File: src/rtl/cam_pkg.sv
// cam_pkg: shared state encoding and FIFO entry layout for the camera scan controller
package cam_pkg;
  localparam int DEF_DATA_WIDTH = 8;
  typedef enum logic [2:0] {IDLE, ACTIVE, HBLANK, VBLANK, DRAIN} cam_state_t;
  typedef struct packed {
    logic [DEF_DATA_WIDTH-1:0] data;
    logic                      sof;
    logic                      eol;
  } cam_pix_t;
endpackage

File: src/rtl/cam_scan_ctrl_if.sv
// cam_scan_ctrl_if: pixel stream with start-of-frame and end-of-line markers
interface cam_scan_ctrl_if #(parameter int DATA_WIDTH = 8);
  logic [DATA_WIDTH-1:0] m_data;
  logic                  m_valid;
  logic                  m_ready;
  logic                  m_sof;
  logic                  m_eol;
  modport master (output m_data, m_valid, m_sof, m_eol, input m_ready);
  modport slave (input m_data, m_valid, m_sof, m_eol, output m_ready);
endinterface

File: src/rtl/cam_skid_fifo.sv
// cam_skid_fifo: 2-entry FIFO whose head entry is a register driving the output directly
module cam_skid_fifo
  import cam_pkg::*;
#(
  parameter type T = cam_pix_t
) (
  input  logic       clk,
  input  logic       n_rst,
  input  logic       push,
  input  logic       pop,
  input  T           din,
  output T           dout,
  output logic [1:0] count,
  output logic       full,
  output logic       empty
);
  T tail;
  assign full = count == 2'd2;
  assign empty = count == 2'd0;
  always_ff @(posedge clk or negedge n_rst)
    if (!n_rst) begin
      dout <= '0;
      tail <= '0;
      count <= '0;
    end else begin
      count <= count + {1'b0, push} - {1'b0, pop};
      if (pop && full) dout <= tail;
      else if (push && (empty || (pop && count == 2'd1))) dout <= din;
      if (push && (pop ? full : count == 2'd1)) tail <= din;
    end
endmodule

File: src/rtl/cam_scan_ctrl.sv
// cam_scan_ctrl: raster scan sequencer for the cam source with a credit-limited valid/ready pixel stream
module cam_scan_ctrl
  import cam_pkg::*;
#(
  parameter int IMG_WIDTH  = 640,
  parameter int IMG_HEIGHT = 480,
  parameter int DATA_WIDTH = 8,
  parameter int H_BLANK    = 16,
  parameter int V_BLANK    = 8
) (
  input  logic                          clk,
  input  logic                          n_rst,
  input  logic                          start,
  input  logic                          continuous,
  input  logic                          stop,
  output logic [$clog2(IMG_WIDTH)-1:0]  hcount,
  output logic [$clog2(IMG_HEIGHT)-1:0] vcount,
  input  logic [DATA_WIDTH-1:0]         pix_in,
  output logic                          busy,
  output logic                          frame_done,
  output logic [15:0]                   frame_cnt,
  cam_scan_ctrl_if.master               m
);
  localparam int HW = $clog2(IMG_WIDTH);
  localparam int VW = $clog2(IMG_HEIGHT);
  localparam int BMAX = H_BLANK > V_BLANK ? H_BLANK : V_BLANK;
  localparam int BW = BMAX > 0 ? $clog2(BMAX + 1) : 1;
  typedef struct packed {
    logic [DATA_WIDTH-1:0] data;
    logic                  sof;
    logic                  eol;
  } pix_t;
  cam_state_t    state;
  pix_t          head;
  logic [1:0]    occ;
  logic [BW-1:0] bcnt;
  logic [VW-1:0] orow;
  logic          cont, stop_pending, inflight, sof1, eol1;
  logic          full, empty, pop, credit, issue, last_col, last_row, fin;
  assign pop = m.m_valid && m.m_ready;
  assign credit = full ? pop : ({1'b0, occ} + {2'b0, inflight} < {2'b0, pop} + 3'd2);
  assign issue = state == ACTIVE && credit;
  assign last_col = hcount == HW'(IMG_WIDTH - 1);
  assign last_row = vcount == VW'(IMG_HEIGHT - 1);
  assign fin = pop && head.eol && !head.sof && orow == VW'(IMG_HEIGHT - 1);
  assign busy = state != IDLE;
  assign m.m_valid = !empty;
  assign m.m_data = head.data;
  assign m.m_sof = head.sof;
  assign m.m_eol = head.eol;
  cam_skid_fifo #(.T(pix_t)) u_fifo (
    .clk   (clk),
    .n_rst (n_rst),
    .push  (inflight),
    .pop   (pop),
    .din   (pix_t'{pix_in, sof1, eol1}),
    .dout  (head),
    .count (occ),
    .full  (full),
    .empty (empty)
  );
  always_ff @(posedge clk or negedge n_rst)
    if (!n_rst) begin
      state <= IDLE;
      hcount <= '0;
      vcount <= '0;
      bcnt <= '0;
      orow <= '0;
      cont <= 1'b0;
      stop_pending <= 1'b0;
      inflight <= 1'b0;
      sof1 <= 1'b0;
      eol1 <= 1'b0;
      frame_done <= 1'b0;
      frame_cnt <= '0;
    end else begin
      inflight <= issue;
      if (issue) begin
        sof1 <= hcount == '0 && vcount == '0;
        eol1 <= last_col;
      end
      frame_done <= fin;
      if (fin) frame_cnt <= frame_cnt + 16'd1;
      if (pop && head.eol) orow <= orow == VW'(IMG_HEIGHT - 1) ? '0 : orow + 1'b1;
      if (stop && state != IDLE) stop_pending <= 1'b1;
      case (state)
        IDLE: if (start) begin
          state <= ACTIVE;
          cont <= continuous;
          stop_pending <= stop;
        end
        ACTIVE: if (issue) begin
          hcount <= last_col ? '0 : hcount + 1'b1;
          if (last_col) begin
            vcount <= last_row ? '0 : vcount + 1'b1;
            if (!last_row) state <= H_BLANK > 0 ? HBLANK : ACTIVE;
            else if (cont && !stop_pending && !stop) state <= V_BLANK > 0 ? VBLANK : ACTIVE;
            else state <= DRAIN;
          end
        end
        HBLANK: begin
          bcnt <= bcnt == BW'(H_BLANK - 1) ? '0 : bcnt + 1'b1;
          if (bcnt == BW'(H_BLANK - 1)) state <= ACTIVE;
        end
        VBLANK: begin
          bcnt <= bcnt == BW'(V_BLANK - 1) ? '0 : bcnt + 1'b1;
          if (bcnt == BW'(V_BLANK - 1)) state <= ACTIVE;
        end
        DRAIN: if (!inflight && empty) begin
          state <= IDLE;
          stop_pending <= 1'b0;
        end
        default: state <= IDLE;
      endcase
    end
endmodule

File: src/flat_wrapper.sv
// flat-port wrapper written by rule: the top's interface ports become plain ports
module cam_scan_ctrl_flat import cam_pkg::*;
#(
  parameter int IMG_WIDTH  = 640,
  parameter int IMG_HEIGHT = 480,
  parameter int DATA_WIDTH = 8,
  parameter int H_BLANK    = 16,
  parameter int V_BLANK    = 8
)
  (clk, n_rst, start, continuous, stop, hcount, vcount, pix_in, busy, frame_done, frame_cnt, m_m_data, m_m_valid, m_m_sof, m_m_eol, m_m_ready);
  cam_scan_ctrl_if #(.DATA_WIDTH(DATA_WIDTH)) m_i ();
  input  logic clk;
  input  logic n_rst;
  input  logic start;
  input  logic continuous;
  input  logic stop;
  output logic [$clog2(IMG_WIDTH)-1:0] hcount;
  output logic [$clog2(IMG_HEIGHT)-1:0] vcount;
  input  logic [DATA_WIDTH-1:0] pix_in;
  output logic busy;
  output logic frame_done;
  output logic [15:0] frame_cnt;
  output wire logic [$bits(m_i.m_data)-1:0] m_m_data;
  output wire logic [$bits(m_i.m_valid)-1:0] m_m_valid;
  output wire logic [$bits(m_i.m_sof)-1:0] m_m_sof;
  output wire logic [$bits(m_i.m_eol)-1:0] m_m_eol;
  input wire logic [$bits(m_i.m_ready)-1:0] m_m_ready;
  assign m_m_data = m_i.m_data;
  assign m_m_valid = m_i.m_valid;
  assign m_m_sof = m_i.m_sof;
  assign m_m_eol = m_i.m_eol;
  assign m_i.m_ready = m_m_ready;
  cam_scan_ctrl #(.IMG_WIDTH(IMG_WIDTH), .IMG_HEIGHT(IMG_HEIGHT), .DATA_WIDTH(DATA_WIDTH), .H_BLANK(H_BLANK), .V_BLANK(V_BLANK)) u_core (.clk(clk), .n_rst(n_rst), .start(start), .continuous(continuous), .stop(stop), .hcount(hcount), .vcount(vcount), .pix_in(pix_in), .busy(busy), .frame_done(frame_done), .frame_cnt(frame_cnt), .m(m_i));
endmodule
File: config.mk
export PLATFORM = sky130hd
export DESIGN_NAME = cam_scan_ctrl_flat
export DESIGN_NICKNAME = d
export VERILOG_FILES = /design/src/rtl/cam_pkg.sv /design/src/rtl/cam_scan_ctrl_if.sv /design/src/rtl/cam_skid_fifo.sv /design/src/rtl/cam_scan_ctrl.sv /design/src/flat_wrapper.sv
export SDC_FILE = /design/constraint.sdc
export NUM_CORES = 1
export LEC_CHECK = 0
export ABC_AREA = 0
export ABC_CLOCK_PERIOD_IN_PS = 4000
export BUFFER_PORTS_ARGS = -buffer_cell sky130_fd_sc_hd__clkbuf_2
export CORE_MARGIN = 1.5
export CORE_UTILIZATION = 55
export CTS_BUF_LIST = sky130_fd_sc_hd__clkbuf_16
export DETAILED_ROUTE_END_ITERATION = 16
export PLACE_DENSITY = 0.77
export SYNTH_ARGS = -nofsm -noshare
export SYNTH_HDL_FRONTEND = slang
export SYNTH_HIERARCHICAL = 1
export SYNTH_SLANG_ARGS = --single-unit
export TNS_END_PERCENT = 20
File: constraint.sdc
create_clock -name clk -period 4 [get_ports clk]
set_clock_uncertainty 0.05 [all_clocks]
set_input_delay 0.8 -clock clk [delete_from_list [all_inputs] [get_ports clk]]
set_output_delay 0.8 -clock clk [all_outputs]
set_load 0.02 [all_outputs]
# After elaboration in Yosys (flattened, before gate mapping)
# Index checks and enable logic that the tools add are counted.
# classes
addsub	9
mux	23
n_eq_ne	17
n_mul	0
order_cmp	1
n_div	0
shift	0
reduce_logical	31
bitwise	0
# ops
cell	count
$mux 10	3
$mux 3	8
$add 9x1->9 const B	2
$eq 9x9->1 const B	2
$mux 9	2
$add 16x1->16 const B	1
$pmux 3 s5	1
$logic_and 1x1->1	14
$add 10x1->10 const B	1
$eq 10x10->1 const B	1
$logic_not 10->1	1
$mux 5	2
$ne 2x1->1 const B	5
$pmux 5 s2	1
$logic_not 9->1	1
$eq 3x2->1 const B	2
$reduce_and 6->1	1
$add 5x1->5 const B	1
$eq 5x3->1 const B	1
$eq 5x4->1 const B	1
$logic_not 1->1	5
$mux 1	5
$reduce_and 2->1	2
$reduce_bool 2->1	2
16 further kinds	16
# word_totals
in_bits	14
regBits	80
output_inout_bits	48
mem_bits_rw	0
romBits	0
n_memories	0
latch_bits	0

# Longest topological paths before layout
# logic_depth
word_depth	9
ltp_mapped	8
depth_no_buf	7

# Hierarchy
# Netlist, hierarchy kept.
# modules_own_cells
module	instances	seq_area_each_um2	cells_each	area_per_inst_um2
cam_scan_ctrl	1	1451.4	310	3229.3
cam_skid_fifo	1	550.5	69	1066.0

# Least setup slack after synthesis
# No wires, ideal clock.
# synth_timing
path_type	register -> register
from	reg u_core.u_fifo.count[0]
to	reg u_core.vcount[8]
synth_period_minus_slack_ns	2.150
setup_time_ns	0.128
path_slack_ns	1.850
stages_incl_launch_ff	7
t_arrival_ns	1.972
required_ns	3.822
n_path_buf	0
path_cell_list	dfrtp_1 > ha_1 > ha_1 > nor4b_4 > a22oi_2 > nor4_1 > mux2_1
# synth_between
elab_chain_cells	8
elab_cells_between_ends	10
# synth_rtl
item	line_no	source
start: declaration	cam_skid_fifo.sv:13	output logic [1:0] count,
start signal: assignment	cam_skid_fifo.sv:26	count <= count + {1'b0, push} - {1'b0, pop};
$logic_not 2->1	cam_skid_fifo.sv:19	assign empty = count == 2'd0;
$logic_not 1->1	cam_scan_ctrl.sv:47	assign m.m_valid = !empty;
$logic_and 1x1->1	cam_scan_ctrl.sv:40	assign pop = m.m_valid && m.m_ready;
$add 1x2->3	cam_scan_ctrl.sv:41	assign credit = full ? pop : ({1'b0, occ} + {2'b0, inflight} < {2'b0, pop} + 3'd2);
$lt 3x3->1	cam_scan_ctrl.sv:41	
$mux 1 *	cam_scan_ctrl.sv:41	
$logic_and 1x1->1 *	cam_scan_ctrl.sv:42	assign issue = state == ACTIVE && credit;
$reduce_and 3->1 (no source line) *	-	
end signal: assignment	cam_scan_ctrl.sv:95	vcount <= last_row ? '0 : vcount + 1'b1;
end: declaration	cam_scan_ctrl.sv:17	output logic [$clog2(IMG_HEIGHT)-1:0] vcount,
# Mark *: on every way between the ends. The rest lies on a longest branch, timed or not.
# A chain may end at the register's enable or synchronous reset.

# Worst setup path in the final report
# layout_timing
from	reg u_core.state[2]
to	out busy
# layout_between
elab_chain_cells	1
# layout_rtl
item	line_no	source
start: declaration	cam_scan_ctrl.sv:33	cam_state_t state;
start signal: assignment	cam_scan_ctrl.sv:96	if (!last_row) state <= H_BLANK > 0 ? HBLANK : ACTIVE;
start signal: assignment	cam_scan_ctrl.sv:97	else if (cont && !stop_pending && !stop) state <= V_BLANK > 0 ? VBLANK : ACTIVE;
$reduce_bool 3->1	cam_scan_ctrl.sv:46	assign busy = state != IDLE;
end: declaration	flat_wrapper.sv:20	output logic busy;
# Every way passes these cells.

==> impl_results.md <==
* Drt pass-1 iters at 4
* I/O Pins at 62
* Pwr dens at about 580 nW/µm²
* Post-route cell area at approximately 5000 µm²
* Top layer in use: met4
* Synthesized area at ~4300 µm²
* Fin nets at approximately 470
* Worst EP arrival at 1.87 ns
* CTS tree: built
* Final Power at ~2.9 mW
* Setup crit end kind: output pin
* Final count of hold timing violations at 0
* Switching power at ~0.99 mW
* CP Class: reg2out
* CP top delay family: flip-flops
* Fmax at 367 MHz
* Largest net degree at the start of global routing at 81
* Vias per Instance at roughly 5.8
* Syn Area/Cell at around 11 µm²
* Number of flops mapped to enable cells by yosys at 0
* Sw frac at 34.2%
* Most common cell after layout, fill and taps aside: dfrtp_1
* GRT Util Overall at between 20% and 30%
* Post-CTS Setup Repair Bufs at 0
* CP required at 3.15 ns
* Inst Count DP at 529
* DP Area at ~4600 µm²
* CP Max Fanout at 19
* Die Wd at a little over 90 µm
* Routed WL at slightly below 9000 µm
* Die area at between 8000 and 9000 µm²
* Residual DRC at 0
* #FFs+latches synth at 80
* Initial DRC count at between 100 and 150
* Num CTS Buffers at 9
* Hold slack at 0.420 ns
* Sequential area share after synthesis at approximately 47%
* Most used flip-flop cell after synthesis: dfrtp_1
* Combinational group share of total power at between 30% and 40%
* Worst-skew pair later-pin latency at around 0.33 ns
* Most frequent cells in the layout: 80 x dfrtp_1, 60 x clkbuf_2, 27 x nand2_1
* Synth-to-layout area growth at 15.8%
* Clock tree buffer depth at 2
* Fin cells at 545
* Slowest-stage cell, CP: dfrtp_1
* Hpwl dp at between 6000 and 7000 µm
* Grt ovf at 0
* Post-synthesis cell count at between 300 and 400
* Post-CTS Hold Buffers at 0
* Met3 WL at roughly 320 µm
* Sequential share of power at between 30% and 40%
* Global-route wire length before repair at about 15000 µm
* Routed Antenna Nets at 0
* Top cells by area, synth: dfrtp_1 47%, mux2_2 6.0%, xnor2_1 4.7%
* M1 wire length at around 4200 µm
* Min Tclk post-route at roughly 2.7 ns
* Buffer and inverter count on the worst path at 2
* Site row count at 32
* Final Cycle Share at 68.0%
* Root Driver: clkbuf_16
* Wire length per cell at 15.9 µm
* Worst slew margin at 34.6%
* Clock sink count at 80
* Antenna Cells at 0
* DIE HEIGHT at around 91 µm
* Peak supply drop at 0.341 mV
* Clock network power share at roughly a third
* Clock-pin transition on the worst setup and hold timing paths at approximately 0.06 ns
* Total of max-cap violations at 0
* Synth area leader: dfrtp_1
* Via count at between 3k and 4k
* Met2 wire length at 4070 µm
* Buffers on Ports at 61
* CP Launch Type: flip-flop
* Share of cells above drive strength 1 at roughly 29%
* Status: completed
* Post-synth top area share at 46.6%
* Core area at around 7600 µm²
* Unique masters post-synth at 65
* Fill count at 622
* Max-slew violations at 0
* Critical path's largest stage delay at 0.79 ns
* RSZ-0062 raised after global routing: no
* Setup TNS at 0 ns
* Setup Viol. Count Final at 0
* Crit-path cells: inv_1, nand2_1, clkbuf_2
* Hold crit path type: reg2reg
* Antenna violations before repair at 0
* Actual slew at the worst max-slew pin at ~1 ns
* Post-Syn Nets at about 400
* CTS-repair resized insts at 0
* Warnings, synthesis at 6
* Internal power at 1.90 mW
* H-tree depth at 3
* Effective utilization at floorplan at 56.2%
* Vias in the first global route at a little over 3k
* RePlAce Congestion at 0.825
* LEAKAGE at 2.38 nW
* FFs w/ async S/R, synth at 100%
-- state kept, by name, summed over array words and instances (netlist names) --
name / count
u_core/cont: 1
u_core/u_fifo/dout: 10
u_core/vcount: 9
u_core/frame_cnt: 16
u_core/orow: 9
u_core/u_fifo/count: 2
u_core/sof1: 1
u_core/inflight: 1
u_core/hcount: 10
u_core/u_fifo/tail: 10
u_core/frame_done: 1
u_core/eol1: 1
u_core/stop_pending: 1
u_core/state: 3
u_core/bcnt: 5
-- power groups by stage --
stage / logic (mW) / clock network (mW) / registers (mW)
5_1_grt: 0.981 / 0.962 / 1.10
3_3_place_gp: 0.870 / 0 / 1.07
3_5_place_dp: 0.899 / 0 / 1.08
4_1_cts: 0.909 / 0.930 / 1.07
6_report: 0.907 / 0.907 / 1.07
2_1_floorplan: 0.690 / 0 / 1.12
-- cells in the mapped netlist (2+ instances only) --
cell type / instances
dfrtp_1: 80
nand2_1: 27
mux2_2: 23
xnor2_1: 23
nand3_1: 17
inv_1: 16
nand4_1: 15
nor2_1: 14
ha_1: 13
and3_1: 12
mux2_4: 11
o21ai_0: 10
nor3_1: 9
nor4_1: 7
a22o_1: 5
buf_2: 5
buf_6: 5
mux2i_1: 5
nor2b_1: 5
a21oi_1: 4
and2_1: 4
xor2_1: 4
and4_1: 3
clkbuf_1: 3
mux2_1: 3
nand3_2: 3
nand3b_1: 3
o31ai_1: 3
o41ai_1: 3
a211o_1: 2
a21boi_0: 2
a21o_1: 2
nor4bb_1: 2
o211ai_1: 2
o2bb2ai_1: 2
o31ai_2: 2
o41ai_2: 2
-- metal layers --
metal  up-vias  track usage, %
li1       1511               -
met1      1575            31.9
met2        64            34.3
met3        10            4.61
met4         0            7.29
met5         -               0
-- worst paths after layout --
path	from	end	slack, ns	cells past startpoint
hold reg to reg	u_core/frame_cnt[15]$_DFFE_PN0P_	u_core/frame_cnt[15]$_DFFE_PN0P_	0.42	1
setup reg to reg	u_core/inflight$_DFF_PN0_	u_core/vcount[1]$_DFFE_PN0P_	1.48	6
hold / removal	u_core/frame_cnt[15]$_DFFE_PN0P_	u_core/frame_cnt[15]$_DFFE_PN0P_	0.42	1
setup / recovery	u_core/state[2]$_DFFE_PN0P_	busy	1.28	3
max in group asynchronous	n_rst	u_core/orow[8]$_DFFE_PN0N_	2.69	1
min in group asynchronous	n_rst	u_core/u_fifo/tail[3]$_DFFE_PN0P_	0.57	1
-- area by class of cell --
cell class | count | area [µm²] | share of cell area [%]
multi-input cells | 268 | 2130 | 42.9
clock inverters | 7 | 106 | 2.14
flip-flops and latches | 80 | 2000 | 40.3
well taps | 102 | 128 | 2.57
repair buffers | 62 | 315 | 6.34
inverters | 17 | 63.8 | 1.28
clock buffers | 9 | 225 | 4.53
-- stage by stage --
step / worst slack (ns) / util [%]
floorplan: 1.85 / -
global placement: 1.36 / 60.7
detailed placement: 1.21 / 60.7
CTS: 1.27 / 65.0
global route: 1.16 / 65.0
finish: 1.28 / 65.0
-- kinds of logic after synthesis --
family	share of synthesized area [%]
mux	11.8
fa+ha+maj	3.79
xor+xnor	5.51
flops	46.6
buf+inv	3.73
simple gates	19.3
compound gates	9.23
No activity file was read; power rests on OpenSTA's default activity.
